### src/rtl/rcc_rst_ctrl_if.sv
// Reset-request and reset-output bundle of the RCC reset controller.
// master = request sources/consumers, slave = the controller.
interface rcc_rst_ctrl_if;
    logic pin_rst_req;
    logic pwr_bor_rst;
    logic obl_rst;
    logic lpwr1_rst;
    logic lpwr2_rst;
    logic iwdg1_out_rst;
    logic iwdg2_out_rst;
    logic wwdg1_out_rst;
    logic cpu1_sftrst;
    logic wwdg2_out_rst;
    logic cpu2_sftrst;
    logic d1_pwr_rdy;
    logic d2_pwr_rdy;
    logic d1_rst;
    logic d2_rst;
    logic cpu1_rst;
    logic cpu2_rst;
    logic nrst_out;
    logic rst_busy;
    logic pwr_timeout;

    modport master (
        output pin_rst_req, pwr_bor_rst, obl_rst,
        output lpwr1_rst, lpwr2_rst,
        output iwdg1_out_rst, iwdg2_out_rst,
        output wwdg1_out_rst, cpu1_sftrst,
        output wwdg2_out_rst, cpu2_sftrst,
        output d1_pwr_rdy, d2_pwr_rdy,
        input  d1_rst, d2_rst, cpu1_rst, cpu2_rst,
        input  nrst_out, rst_busy, pwr_timeout
    );

    modport slave (
        input  pin_rst_req, pwr_bor_rst, obl_rst,
        input  lpwr1_rst, lpwr2_rst,
        input  iwdg1_out_rst, iwdg2_out_rst,
        input  wwdg1_out_rst, cpu1_sftrst,
        input  wwdg2_out_rst, cpu2_sftrst,
        input  d1_pwr_rdy, d2_pwr_rdy,
        output d1_rst, d2_rst, cpu1_rst, cpu2_rst,
        output nrst_out, rst_busy, pwr_timeout
    );
endinterface

### src/rtl/rcc_rst_ctrl.sv
// RCC reset controller: system stretch, power wait, staged release.
// Optional power-ready timeout enabled by defining RCC_RST_TIMEOUT_EN.
module rcc_rst_ctrl #(
    parameter int SYS_PULSE = 20,
    parameter int CPU_PULSE = 8,
    parameter int REL_GAP   = 4,
    parameter int TO_CYCLES = 1024,
    parameter int CNT_W     = 11
) (
    input  logic          clk,
    input  logic          rst,
    rcc_rst_ctrl_if.slave bus
);

    localparam int LIM_A = (SYS_PULSE > REL_GAP) ? SYS_PULSE : REL_GAP;
    localparam int LIM_B = (LIM_A > TO_CYCLES) ? LIM_A : TO_CYCLES;

    localparam logic [CNT_W-1:0] SYS_LAST = CNT_W'(SYS_PULSE - 1);
    localparam logic [CNT_W-1:0] GAP_LAST = CNT_W'(REL_GAP - 1);
    localparam logic [CNT_W-1:0] CNT_SAT  = CNT_W'(LIM_B - 1);
    localparam logic [CNT_W-1:0] CPU_LOAD = CNT_W'(CPU_PULSE);
`ifdef RCC_RST_TIMEOUT_EN
    localparam logic [CNT_W-1:0] TO_LAST  = CNT_W'(TO_CYCLES - 1);
`endif

    typedef enum logic [1:0] {
        ST_ASSERT,
        ST_WAIT_PWR,
        ST_REL_GAP,
        ST_IDLE
    } state_e;

    state_e           state_q, state_d;
    logic [CNT_W-1:0] cnt_q, cnt_d;
    logic [CNT_W-1:0] loc1_q, loc1_d;
    logic [CNT_W-1:0] loc2_q, loc2_d;
    logic             d_rst_q, d_rst_d;
    logic             cpu1_rst_q, cpu1_rst_d;
    logic             cpu2_rst_q, cpu2_rst_d;
    logic             nrst_q, nrst_d;
    logic             busy_q, busy_d;
    logic             to_q, to_d;

    logic             sys_req;
    logic             loc1_req;
    logic             loc2_req;
    logic             pwr_ok;
    logic [CNT_W-1:0] cnt_inc;

    always_comb begin
        sys_req = bus.pin_rst_req | bus.pwr_bor_rst | bus.obl_rst
                | bus.lpwr1_rst | bus.lpwr2_rst
                | bus.iwdg1_out_rst | bus.iwdg2_out_rst;
        loc1_req = bus.wwdg1_out_rst | bus.cpu1_sftrst;
        loc2_req = bus.wwdg2_out_rst | bus.cpu2_sftrst;
        pwr_ok   = bus.d1_pwr_rdy & bus.d2_pwr_rdy;
        cnt_inc  = (cnt_q >= CNT_SAT) ? cnt_q : cnt_q + CNT_W'(1);

        state_d = state_q;
        cnt_d   = cnt_inc;
        to_d    = 1'b0;

        unique case (state_q)
            ST_ASSERT: begin
                if (sys_req) begin
                    cnt_d = '0;
                end else if (cnt_q == SYS_LAST) begin
                    state_d = ST_WAIT_PWR;
                    cnt_d   = '0;
                end
            end
            ST_WAIT_PWR: begin
                if (pwr_ok) begin
                    state_d = ST_REL_GAP;
                    cnt_d   = '0;
`ifdef RCC_RST_TIMEOUT_EN
                end else if (cnt_q == TO_LAST) begin
                    state_d = ST_REL_GAP;
                    cnt_d   = '0;
                    to_d    = 1'b1;
                end
`else
                end else begin
                    cnt_d = cnt_q;
                end
`endif
            end
            ST_REL_GAP: begin
                if (cnt_q == GAP_LAST) begin
                    state_d = ST_IDLE;
                    cnt_d   = '0;
                end
            end
            ST_IDLE: begin
                cnt_d = '0;
            end
            default: begin
                state_d = ST_ASSERT;
                cnt_d   = '0;
            end
        endcase

        // System requests pre-empt everything, including a timeout exit
        if (sys_req) begin
            state_d = ST_ASSERT;
            cnt_d   = '0;
            to_d    = 1'b0;
        end

        loc1_d = (loc1_q != '0) ? loc1_q - CNT_W'(1) : '0;
        loc2_d = (loc2_q != '0) ? loc2_q - CNT_W'(1) : '0;
        if (state_q == ST_IDLE && loc1_req) loc1_d = CPU_LOAD;
        if (state_q == ST_IDLE && loc2_req) loc2_d = CPU_LOAD;
        if (sys_req) begin
            loc1_d = '0;
            loc2_d = '0;
        end

        d_rst_d    = state_d inside {ST_ASSERT, ST_WAIT_PWR};
        busy_d     = state_d != ST_IDLE;
        nrst_d     = state_d == ST_ASSERT;
        cpu1_rst_d = busy_d | (loc1_d != '0);
        cpu2_rst_d = busy_d | (loc2_d != '0);
    end

    always_ff @(posedge clk) begin
        if (rst) begin
            state_q    <= ST_ASSERT;
            cnt_q      <= '0;
            loc1_q     <= '0;
            loc2_q     <= '0;
            d_rst_q    <= 1'b1;
            cpu1_rst_q <= 1'b1;
            cpu2_rst_q <= 1'b1;
            nrst_q     <= 1'b1;
            busy_q     <= 1'b1;
            to_q       <= 1'b0;
        end else begin
            state_q    <= state_d;
            cnt_q      <= cnt_d;
            loc1_q     <= loc1_d;
            loc2_q     <= loc2_d;
            d_rst_q    <= d_rst_d;
            cpu1_rst_q <= cpu1_rst_d;
            cpu2_rst_q <= cpu2_rst_d;
            nrst_q     <= nrst_d;
            busy_q     <= busy_d;
            to_q       <= to_d;
        end
    end

    assign bus.d1_rst      = d_rst_q;
    assign bus.d2_rst      = d_rst_q;
    assign bus.cpu1_rst    = cpu1_rst_q;
    assign bus.cpu2_rst    = cpu2_rst_q;
    assign bus.nrst_out    = nrst_q;
    assign bus.rst_busy    = busy_q;
    assign bus.pwr_timeout = to_q;

endmodule

### src/flat_wrapper.sv
// flat-port wrapper written by rule: the top's interface ports become plain ports
module rcc_rst_ctrl_flat 
#(
    parameter int SYS_PULSE = 20,
    parameter int CPU_PULSE = 8,
    parameter int REL_GAP   = 4,
    parameter int TO_CYCLES = 1024,
    parameter int CNT_W     = 11
)
  (clk, rst, bus_pin_rst_req, bus_pwr_bor_rst, bus_obl_rst, bus_lpwr1_rst, bus_lpwr2_rst, bus_iwdg1_out_rst, bus_iwdg2_out_rst, bus_wwdg1_out_rst, bus_cpu1_sftrst, bus_wwdg2_out_rst, bus_cpu2_sftrst, bus_d1_pwr_rdy, bus_d2_pwr_rdy, bus_d1_rst, bus_d2_rst, bus_cpu1_rst, bus_cpu2_rst, bus_nrst_out, bus_rst_busy, bus_pwr_timeout);
  rcc_rst_ctrl_if bus_i ();
  input  logic clk;
  input  logic rst;
  input wire logic [$bits(bus_i.pin_rst_req)-1:0] bus_pin_rst_req;
  input wire logic [$bits(bus_i.pwr_bor_rst)-1:0] bus_pwr_bor_rst;
  input wire logic [$bits(bus_i.obl_rst)-1:0] bus_obl_rst;
  input wire logic [$bits(bus_i.lpwr1_rst)-1:0] bus_lpwr1_rst;
  input wire logic [$bits(bus_i.lpwr2_rst)-1:0] bus_lpwr2_rst;
  input wire logic [$bits(bus_i.iwdg1_out_rst)-1:0] bus_iwdg1_out_rst;
  input wire logic [$bits(bus_i.iwdg2_out_rst)-1:0] bus_iwdg2_out_rst;
  input wire logic [$bits(bus_i.wwdg1_out_rst)-1:0] bus_wwdg1_out_rst;
  input wire logic [$bits(bus_i.cpu1_sftrst)-1:0] bus_cpu1_sftrst;
  input wire logic [$bits(bus_i.wwdg2_out_rst)-1:0] bus_wwdg2_out_rst;
  input wire logic [$bits(bus_i.cpu2_sftrst)-1:0] bus_cpu2_sftrst;
  input wire logic [$bits(bus_i.d1_pwr_rdy)-1:0] bus_d1_pwr_rdy;
  input wire logic [$bits(bus_i.d2_pwr_rdy)-1:0] bus_d2_pwr_rdy;
  output wire logic [$bits(bus_i.d1_rst)-1:0] bus_d1_rst;
  output wire logic [$bits(bus_i.d2_rst)-1:0] bus_d2_rst;
  output wire logic [$bits(bus_i.cpu1_rst)-1:0] bus_cpu1_rst;
  output wire logic [$bits(bus_i.cpu2_rst)-1:0] bus_cpu2_rst;
  output wire logic [$bits(bus_i.nrst_out)-1:0] bus_nrst_out;
  output wire logic [$bits(bus_i.rst_busy)-1:0] bus_rst_busy;
  output wire logic [$bits(bus_i.pwr_timeout)-1:0] bus_pwr_timeout;
  assign bus_i.pin_rst_req = bus_pin_rst_req;
  assign bus_i.pwr_bor_rst = bus_pwr_bor_rst;
  assign bus_i.obl_rst = bus_obl_rst;
  assign bus_i.lpwr1_rst = bus_lpwr1_rst;
  assign bus_i.lpwr2_rst = bus_lpwr2_rst;
  assign bus_i.iwdg1_out_rst = bus_iwdg1_out_rst;
  assign bus_i.iwdg2_out_rst = bus_iwdg2_out_rst;
  assign bus_i.wwdg1_out_rst = bus_wwdg1_out_rst;
  assign bus_i.cpu1_sftrst = bus_cpu1_sftrst;
  assign bus_i.wwdg2_out_rst = bus_wwdg2_out_rst;
  assign bus_i.cpu2_sftrst = bus_cpu2_sftrst;
  assign bus_i.d1_pwr_rdy = bus_d1_pwr_rdy;
  assign bus_i.d2_pwr_rdy = bus_d2_pwr_rdy;
  assign bus_d1_rst = bus_i.d1_rst;
  assign bus_d2_rst = bus_i.d2_rst;
  assign bus_cpu1_rst = bus_i.cpu1_rst;
  assign bus_cpu2_rst = bus_i.cpu2_rst;
  assign bus_nrst_out = bus_i.nrst_out;
  assign bus_rst_busy = bus_i.rst_busy;
  assign bus_pwr_timeout = bus_i.pwr_timeout;
  rcc_rst_ctrl #(.SYS_PULSE(SYS_PULSE), .CPU_PULSE(CPU_PULSE), .REL_GAP(REL_GAP), .TO_CYCLES(TO_CYCLES), .CNT_W(CNT_W)) u_core (.clk(clk), .rst(rst), .bus(bus_i));
endmodule
### config.mk
export PLATFORM = sky130hd
export DESIGN_NAME = rcc_rst_ctrl_flat
export DESIGN_NICKNAME = d
export VERILOG_FILES = /design/src/rtl/rcc_rst_ctrl_if.sv /design/src/rtl/rcc_rst_ctrl.sv /design/src/flat_wrapper.sv
export SDC_FILE = /design/constraint.sdc
export NUM_CORES = 1
export LEC_CHECK = 0
export ABC_AREA = 1
export BUFFER_PORTS_ARGS = -buffer_cell sky130_fd_sc_hd__buf_2
export CORE_UTILIZATION = 60
export CTS_CLUSTER_SIZE = 28
export DETAILED_ROUTE_END_ITERATION = 7
export GPL_TIMING_DRIVEN = 0
export HOLD_SLACK_MARGIN = 0.1
export PLACE_DENSITY = 0.81
export SLEW_MARGIN = 20
export SYNTH_ARGS = -nofsm -noshare
export SYNTH_HDL_FRONTEND = slang
export SYNTH_SLANG_ARGS = --single-unit
### constraint.sdc
create_clock -name clk -period 2.7 [get_ports clk]
set_input_delay 0 -clock clk [delete_from_list [all_inputs] [get_ports clk]]
set_output_delay 0 -clock clk [all_outputs]
set_load 0.02 [all_outputs]
### Yosys cells after proc, flatten, opt, wreduce, memory -nomap -nowiden

Cells that the tools add are included.

| word-level totals | value |
|---|---|
| register bits after elaboration | 40 |
| input bits | 15 |
| output and inout port bits | 7 |
| word-level logic and storage cells | 58 |

| operators by class | value |
|---|---|
| multiplexer cells | 16 |
| bitwise operators | 11 |
| equal/unequal tests | 8 |
| $add $sub $neg | 3 |
| reductions and logical operators | 10 |
| order comparisons | 1 |

Operators with widths:

| kind | count |
|---|---|
| 11-bit two-way mux | 10 |
| 11-bit one-hot mux with 4 select lines | 1 |
| 11-bit nonzero test | 4 |
| 11-bit by 1-bit subtractor with 11-bit output (second input constant) | 2 |
| 11-bit by 1-bit adder with 11-bit output (second input constant) | 1 |
| 11-bit by 2-bit == test with 1-bit output (second input constant) | 1 |
| 11-bit by 5-bit == test with 1-bit output (second input constant) | 1 |
| 11-bit by 10-bit >= comparator with 1-bit output (second input constant) | 1 |
| 1-bit bitwise OR | 10 |
| 2-bit two-way mux | 4 |
| 2-bit one-hot mux with 3 select lines | 1 |
| 2-bit by 1-bit == test with 1-bit output (second input constant) | 2 |
| 2-bit == test (second input constant) | 2 |
| 2-bit logical NOT | 2 |
| 1-bit logical AND | 2 |
| 2-bit by 1-bit != test with 1-bit output (second input constant) | 1 |
| 2-bit != test (second input constant) | 1 |
| 2-bit nonzero test | 1 |
| 2-bit OR reduction | 1 |
| 1-bit bitwise AND | 1 |

### Longest topological paths before layout

Gate-level depths: netlist of run 1.

| logic depth | value |
|---|---|
| depth in word-level cells | 9 |
| depth in mapped cells | 12 |
| gate-level depth less buffers | 11 |

### Worst setup path before layout of run 1

OpenSTA, ideal clock, no wires.

| path | value |
|---|---|
| path type | register to register |
| from | register u_core.loc2_q[0] |
| to | register u_core.cpu2_rst_q, in the netlist u_core.bus.cpu2_rst |
| period minus slack after synthesis | 1.437 ns |
| data arrival time | 1.317 ns |
| setup time | 0.121 ns |
| cell stages (with the launch flop) | 13 |
| slack | 1.263 ns |
| cell sequence | dfxtp_1 -> inv_1 -> ha_1 -> inv_1 -> nor2_1 -> nand3_1 -> nor2_1 -> nor2_1 -> buf_2 -> o21ai_1 -> nand3_1 -> nor2_1 -> nand3_1 |

| between the ends | value |
|---|---|
| word-level cells in the longest chain between the ends | 6 |
| elaborated cells on any way between the ends | 7 |
| those cells by class | 1 x add/sub; 3 x mux; 1 x bitwise; 2 x reduce/logical |

Ends and longest elaborated chain:

| what | line | RTL |
|---|---|---|
| start: declaration | rcc_rst_ctrl.sv:36 | `logic [CNT_W-1:0] loc2_q, loc2_d;` |
| start signal: assignment | rcc_rst_ctrl.sv:142 | `loc2_q <= loc2_d;` |
| 11-bit by 1-bit subtractor with 11-bit output or 11-bit nonzero test (tied branches) | rcc_rst_ctrl.sv:111 | `loc2_d = (loc2_q != '0) ? loc2_q - CNT_W'(1) : '0;` |
| 11-bit two-way mux (*) | rcc_rst_ctrl.sv:111 |  |
| 11-bit two-way mux (*) | rcc_rst_ctrl.sv:113 | `if (state_q == ST_IDLE && loc2_req) loc2_d = CPU_LOAD;` |
| 11-bit two-way mux (*) | rcc_rst_ctrl.sv:114 | `if (sys_req) begin` |
| 11-bit nonzero test (*) | rcc_rst_ctrl.sv:123 | `cpu2_rst_d = busy_d \| (loc2_d != '0);` |
| 1-bit bitwise OR (*) | rcc_rst_ctrl.sv:123 |  |
| end signal: assignment | rcc_rst_ctrl.sv:145 | `cpu2_rst_q <= cpu2_rst_d;` |
| end: declaration | rcc_rst_ctrl.sv:39 | `logic cpu2_rst_q, cpu2_rst_d;` |

Every way passes the cells marked *; elsewhere a longest branch is shown, timed or not.
A chain may end at the register's enable or synchronous reset.

### Final worst setup path of run 1

| path | value |
|---|---|
| from | input port bus_d2_pwr_rdy |
| to | register u_core.cpu1_rst_q, in the netlist u_core.bus.cpu1_rst |

| between the ends | value |
|---|---|
| word-level cells in the longest chain between the ends | 6 |

Ends and longest elaborated chain:

| what | line | RTL |
|---|---|---|
| start: declaration | flat_wrapper.sv:26 | `input wire logic [$bits(bus_i.d2_pwr_rdy)-1:0] bus_d2_pwr_rdy;` |
| 1-bit bitwise AND | rcc_rst_ctrl.sv:56 | `pwr_ok = bus.d1_pwr_rdy & bus.d2_pwr_rdy;` |
| 2-bit two-way mux | rcc_rst_ctrl.sv:73 | `if (pwr_ok) begin` |
| 2-bit one-hot mux with 3 select lines | rcc_rst_ctrl.sv:63 | `unique case (state_q)` |
| 2-bit two-way mux | rcc_rst_ctrl.sv:104 | `if (sys_req) begin` |
| 2-bit != test | rcc_rst_ctrl.sv:120 | `busy_d = state_d != ST_IDLE;` |
| 1-bit bitwise OR | rcc_rst_ctrl.sv:122 | `cpu1_rst_d = busy_d \| (loc1_d != '0);` |
| end signal: assignment | rcc_rst_ctrl.sv:144 | `cpu1_rst_q <= cpu1_rst_d;` |
| end: declaration | rcc_rst_ctrl.sv:38 | `logic cpu1_rst_q, cpu1_rst_d;` |

No other way between the ends.

==> flow_summary.yaml, run 1 <==
critical_path:
  start_kind: "input pin"
  r2r-end: "u_core.bus.cpu2_rst"
  worst-setup-path-type: "input pin to flip-flop"
  path_buf_inv: 4
  critPathMaxFanout: 4
  cpMaxStageDelayCell: "dlygate4sd3_1"
  worstPathRequired_ps: 2870
  crit_path_cell_trace: "dlygate4sd3_1 -> buf_2 -> nand2_1 -> dlygate4sd3_1 -> nor2_1 -> inv_1 -> a21oi_4 -> nand2_4 -> nor2_1 -> nand3_1"
  cp.depth: 10
  worst_path_largest_cell_delay_ps: 550
  endpoint: "u_core.bus.cpu1_rst"
  end_kind: "flip-flop"
  reg2reg_depth: 12
  critical-path-top-delay-family: "buffers and inverters"
  timing.rr.start: "u_core.loc2_q[0]"
  cp.arrival_ps: 1950
  rrSetupSlack_ps: 1020
  critPathLaunch: "bus_d2_pwr_rdy"
cts:
  clockBufferDepth: 2
  clk_pin_slew_worst_paths_ps: 80
  cts_root_buf: "clkbuf_8"
  insertion_delay_ps: 300
  cts_resized: 0
  htreeDepth: 2
  cts.sinks: 40
  cts_tree: "built"
  numCtsBuffers: 5
global_routing:
  grt_pass1_vias: 2102
  antenna_found_initial: 0
  grt_usage_pct: 25.93
  overflow: 0
  grt_pass1_wl_um: 8183
  grt_max_degree: 13
power_and_ir_drop:
  power_density_nw_per_um2: 408.2
  ir_drop_mv: 0.2941
  p_leak_nw: 1.189
timing:
  maxSlewViolCount: 0
  setup_viol: 0
  timing.final.ws_setup_ps: 920.6
  clock_skew_ps: 8.147
  rsz0062_at_grt: "false"
  holdWs_ps: 130.1
  finalCritPeriodShare_pct: 65.91
  tns_ps: 0
  finalHoldViolations: 0
  period_needed_ps: 1779
  fmax_mhz: 562.0
flow_run:
  cap_viol_max_count: 0
placement:
  port_buffers: 20
  postPlaceCellArea_sq_um: 2414
  dpl.hpwl_um: 3666
  place_congestion: 0.8654
  dp_slack_ps: 1034
layout:
  n_antenna_cell: 0
  final_common_cell: "nand2_1"
  fin_area_sq_um: 2537
  syn_to_final_growth_pct: 12.48
  final_cell_mix: "nand2_1 (83), nor2_1 (64), inv_1 (47)"
  nNetsFinal: 402
  drive_gt1_share_pct: 12.53
detailed_routing:
  via_count: 2212
  dr.pass1.iters: 4
  detail_route.iter0.violations: 156
  drt-total-wl_um: 4773
  avgRoutedWirePerCell_um: 11.13
  ant_nets: 0
  drcViolationCount: 0
  routed_via_density: 5.156
synth:
  synth-seq-cells: 40
  syn_nets: 372
  syn_area_per_cell_sq_um: 6.409
  ys_seq_area_share_pct: 35.50
  synth_area_sq_um: 2256
  yosysWarnings: 0
  ys_types: 30
  syn_inst: 352
floorplan:
  fp.dieW_um: 63.32
  die_y_um: 63.32
  rows: 21
  die_area_sq_um: 4009
  core_area_sq_um: 3468
  start_util_pct: 65.04
  pin_count: 22
hold_path:
  hp-class: "input pin to flip-flop"
run_status:
  run_status: "complete, no violations"
[per-layer routing]
metal | wire length [um] | GRT usage [%] | vias up | share of wire (%)
li1 | - | - | 1165 | -
met1 | 2102 | 27.95 | 980 | 44
met2 | 2320 | 47.45 | 55 | 49
met3 | 247 | 5.616 | 12 | 5.2
met4 | 102 | 12.50 | 0 | 2.1
met5 | 0 | 0 | - | 0
[registers in the layout, summed over array words and instances, names as in the netlist]
register	count
u_core.state_q	2
u_core.bus.cpu2_rst	1
u_core.bus.nrst_out	1
u_core.bus.cpu1_rst	1
u_core.loc1_q	11
u_core.bus.rst_busy	1
u_core.bus.d1_rst	1
u_core.cnt_q	11
u_core.loc2_q	11
[synth_stat cells]
| cell type | instances | area, sq um |
|---|---|---|
| nand2_1 | 83 | 311.6 |
| o21ai_1 | 4 | 20.02 |
| dfxtp_1 | 40 | 800.8 |
| buf_2 | 1 | 5.000 |
| xor2_1 | 7 | 61.31 |
| nor2_2 | 7 | 43.79 |
| buf_6 | 1 | 11.26 |
| inv_1 | 47 | 176.4 |
| nor3b_1 | 1 | 7.510 |
| ha_1 | 5 | 62.56 |
| nand4_1 | 6 | 37.54 |
| clkbuf_1 | 2 | 7.510 |
| and2_1 | 1 | 6.260 |
| a21oi_1 | 11 | 55.05 |
| nor2_1 | 64 | 240.2 |
| a31o_2 | 1 | 8.760 |
| conb_1 | 1 | 3.750 |
| nand2_2 | 2 | 12.51 |
| buf_4 | 2 | 15.01 |
| nor3_4 | 1 | 16.27 |
| inv_2 | 2 | 7.510 |
| nand3_2 | 1 | 10.01 |
| a21oi_4 | 1 | 16.27 |
| nor3_1 | 10 | 50.05 |
| o21ai_0 | 10 | 50.05 |
| nand2_4 | 1 | 11.26 |
| or2_4 | 1 | 8.760 |
| nor4_1 | 4 | 25.02 |
| clkinv_1 | 1 | 3.750 |
| nand3_1 | 34 | 170.2 |
[timing repair]
action	4_1_cts	5_1_grt
hold endpoints to repair	3	0
hold buffers	3	0
setup buffers	0	0
[how the worst min path moves through the flow]
stage                                  end  slack, ps  cells past startpoint               from
after floorplan           u_core.loc1_q[9]         80                      1                rst
after global placement    u_core.loc1_q[7]        260                      2                rst
after detailed placement  u_core.loc1_q[7]        270                      2                rst
after CTS                 u_core.loc2_q[3]        130                      6  bus_iwdg2_out_rst
after global routing      u_core.loc2_q[3]        160                      6  bus_iwdg2_out_rst
final                     u_core.loc2_q[3]        130                      6  bus_iwdg2_out_rst
[metrics by stage]
| stage | util [%] | power [mW] | std cells |
|---|---|---|---|
| after detailed placement | 69.59 | 0.6293 | 418 |
| after CTS | 73.16 | 1.042 | 429 |
| after global placement | 69.59 | 0.6286 | 418 |
| after global routing | 73.16 | 1.071 | 429 |
| final | 73.16 | 1.036 | 429 |
| after floorplan | - | 0.6141 | 352 |
[power breakdown]
group | internal [mW] | switching, mW | leakage [nW]
sequential | 0.589 | 0.0000411 | 0.322
clock | 0.208 | 0.209 | 0.0445
combinational | 0.0140 | 0.0154 | 0.822
[final cells by class]
class,instances,area (sq um)
clock inverters,1,7.507
flip-flops and latches,40,800.8
repair buffers,23,130.1
clock buffers,7,86.33
well taps,46,57.56
inverters,50,187.7
plain buffers,6,38.79
multi-input cells,256,1229
fillers,298,930.9
[worst min-delay path, delay by kind of cell]
family                 cells  cell delay, ps
and+or+nand+nor            4             230
buffers and inverters      2             150
[kinds of logic (layout without fill, tap and decap cells)]
family	Yosys count	count (layout)	synth area share (%)
and+or+nand+nor	216	216	42.15
buffers and inverters	56	87	10.04
DFF	40	40	35.50
AOI/OAI and AO/OA	27	27	6.656
xor gates and xnor gates	7	7	2.718
adders and majority gates	5	5	2.773
other	1	1	0.1662
Note: power is estimated with default switching activity, not from simulation.
==> inputs of run 2 (changes only) <==
--- a/config.mk
+++ b/config.mk
@@ -7,12 +7,12 @@
 export LEC_CHECK = 0
 export ABC_AREA = 1
 export BUFFER_PORTS_ARGS = -buffer_cell sky130_fd_sc_hd__buf_2
-export CORE_UTILIZATION = 60
+export CORE_UTILIZATION = 59
 export CTS_CLUSTER_SIZE = 28
 export DETAILED_ROUTE_END_ITERATION = 7
 export GPL_TIMING_DRIVEN = 0
 export HOLD_SLACK_MARGIN = 0.1
-export PLACE_DENSITY = 0.81
+export PLACE_DENSITY = 0.8
 export SLEW_MARGIN = 20
 export SYNTH_ARGS = -nofsm -noshare
 export SYNTH_HDL_FRONTEND = slang
==> constraint.sdc (replaced) <==
create_clock -name clk -period 1.8 [get_ports clk]
set_input_delay 0 -clock clk [delete_from_list [all_inputs] [get_ports clk]]
set_output_delay 0 -clock clk [all_outputs]
set_load 0.02 [all_outputs]
==> flow_summary.yaml, run 2 (synthesis gave the netlist of run 1 again) <==
detailed_routing:
  route.met2.wl_um: 2295
  via_count: 2275
  drcViolationCount: 0
  top_layer: "met4"
  met1Wirelength_um: 2251
  dr.pass1.iters: 5
  detail_route.iter0.violations: 164
  routed_via_density: 5.278
  ant_nets: 0
  avgRoutedWirePerCell_um: 11.20
  dr_wl_met3_um: 215
  drt-total-wl_um: 4827
power_and_ir_drop:
  ir_drop_mv: 0.4536
  finalPower_mw: 1.684
  p_switching_mw: 0.3614
  power_density_nw_per_um2: 654.3
  intPower_mw: 1.323
  combPwrFrac_pct: 2.6
  p_sw_share_pct: 21.46
  pwr-share-seq_pct: 52.5
  p_leak_nw: 1.198
  power_frac_clock_pct: 44.9
timing:
  holdWs_ps: 161.7
  finalHoldViolations: 0
  rsz0062_at_grt: "false"
  finalCritPeriodShare_pct: 92.33
  fmax_mhz: 601.7
  setup_viol: 0
  maxSlewViolCount: 0
  clock_skew_ps: 6.560
  period_needed_ps: 1662
  tns_ps: 0
  timing.final.ws_setup_ps: 138.0
run_status:
  run_status: "complete, no violations"
critical_path:
  critPathMaxFanout: 4
  start_kind: "input pin"
  worstPathRequired_ps: 1990
  reg2reg_depth: 9
  cp.arrival_ps: 1850
  worst-setup-path-type: "input pin to flip-flop"
  end_kind: "flip-flop"
cts:
  clockBufferDepth: 2
  clk_pin_slew_worst_paths_ps: 90
  cts_tree: "built"
  insertion_delay_ps: 300
  numCtsBuffers: 5
  cts_root_buf: "clkbuf_8"
  cts.sinks: 40
  htreeDepth: 2
  post_cts_buffers: 0
floorplan:
  rows: 22
  die_y_um: 63.84
  start_util_pct: 61.62
  pin_count: 22
  core_area_sq_um: 3661
  die_area_sq_um: 4075
  fp.dieW_um: 63.84
layout:
  drive_gt1_share_pct: 13.84
  instances_no_fill: 431
  fin_area_sq_um: 2574
  final_cell_mix: "nand2_1 (83), nor2_1 (63), inv_1 (45)"
  n_antenna_cell: 0
  nFillCells: 313
  nNetsFinal: 402
  final_util_pct: 70.30
  syn_to_final_growth_pct: 14.09
  final_common_cell: "nand2_1"
  reg.largest.list: "u_core.cnt_q: 11 flops, u_core.loc1_q: 11 flops, u_core.loc2_q: 11 flops"
global_routing:
  grt_usage_pct: 25.09
  grt_pass1_wl_um: 8017
  grt_pass1_vias: 1921
  grt_max_degree: 15
  antenna_found_initial: 0
  overflow: 0
flow_run:
  cap_viol_max_count: 0
placement:
  dp.cells: 420
  port_buffers: 20
  dp_slack_ps: 114.2
  dpl.hpwl_um: 3587
  place_congestion: 0.9011
  postPlaceCellArea_sq_um: 2416
hold_path:
  holdPathStages: 6
  hp-class: "input pin to flip-flop"
==> run 2: cell type report <==
cell class	count	area, sq um	area share (%)
plain buffers	6	41.29	1.604
clock buffers	5	68.82	2.674
clock inverters	3	46.29	1.799
inverters	50	187.7	7.292
multi-input cells	256	1239	48.13
flip-flops and latches	40	800.8	31.11
well taps	48	60.06	2.333
repair buffers	23	130.1	5.056
==> run 2: final timing paths <==
path | from | end | slack (ps)
worst min-delay path | bus_iwdg2_out_rst | u_core.loc2_q[3] | 160
worst max register to register | u_core.loc2_q[1] | u_core.bus.cpu2_rst | 150
worst min register to register | u_core.loc1_q[0] | u_core.loc1_q[0] | 450
worst max-delay path | bus_d2_pwr_rdy | u_core.bus.cpu2_rst | 140
==> run 2: metal layers <==
layer  global-route usage [%]  vias to the layer above
met5                        0                        -
met4                    9.091                        0
met3                    5.893                        7
met2                    41.76                       69
met1                    31.35                     1033
li1                         -                     1166
==> run 2: repair_timing <==
action                                  4_1_cts  5_1_grt
endpoints found under the hold margin         4        0
gates resized for setup                       0        6
hold buffers                                  3        0
endpoints found under the setup margin        0        6
==> run 2: critical path, cell delays in order <==
cell           delay, ps
dlygate4sd3_1        520
buf_2                100
nand2_1               40
dlygate4sd3_1        560
nor2_2               100
inv_1                 70
a21oi_4              180
nand2_4               80
nor2_1               110
nand3_1               80
==> run 2: power groups by stage <==
stage | clock network [mW] | logic [mW] | registers (mW)
floorplan | 0 | 0.0163 | 0.905
global placement | 0 | 0.0379 | 0.905
detailed placement | 0 | 0.0382 | 0.905
CTS | 0.768 | 0.0433 | 0.884
global route | 0.811 | 0.0480 | 0.884
finish | 0.756 | 0.0438 | 0.884
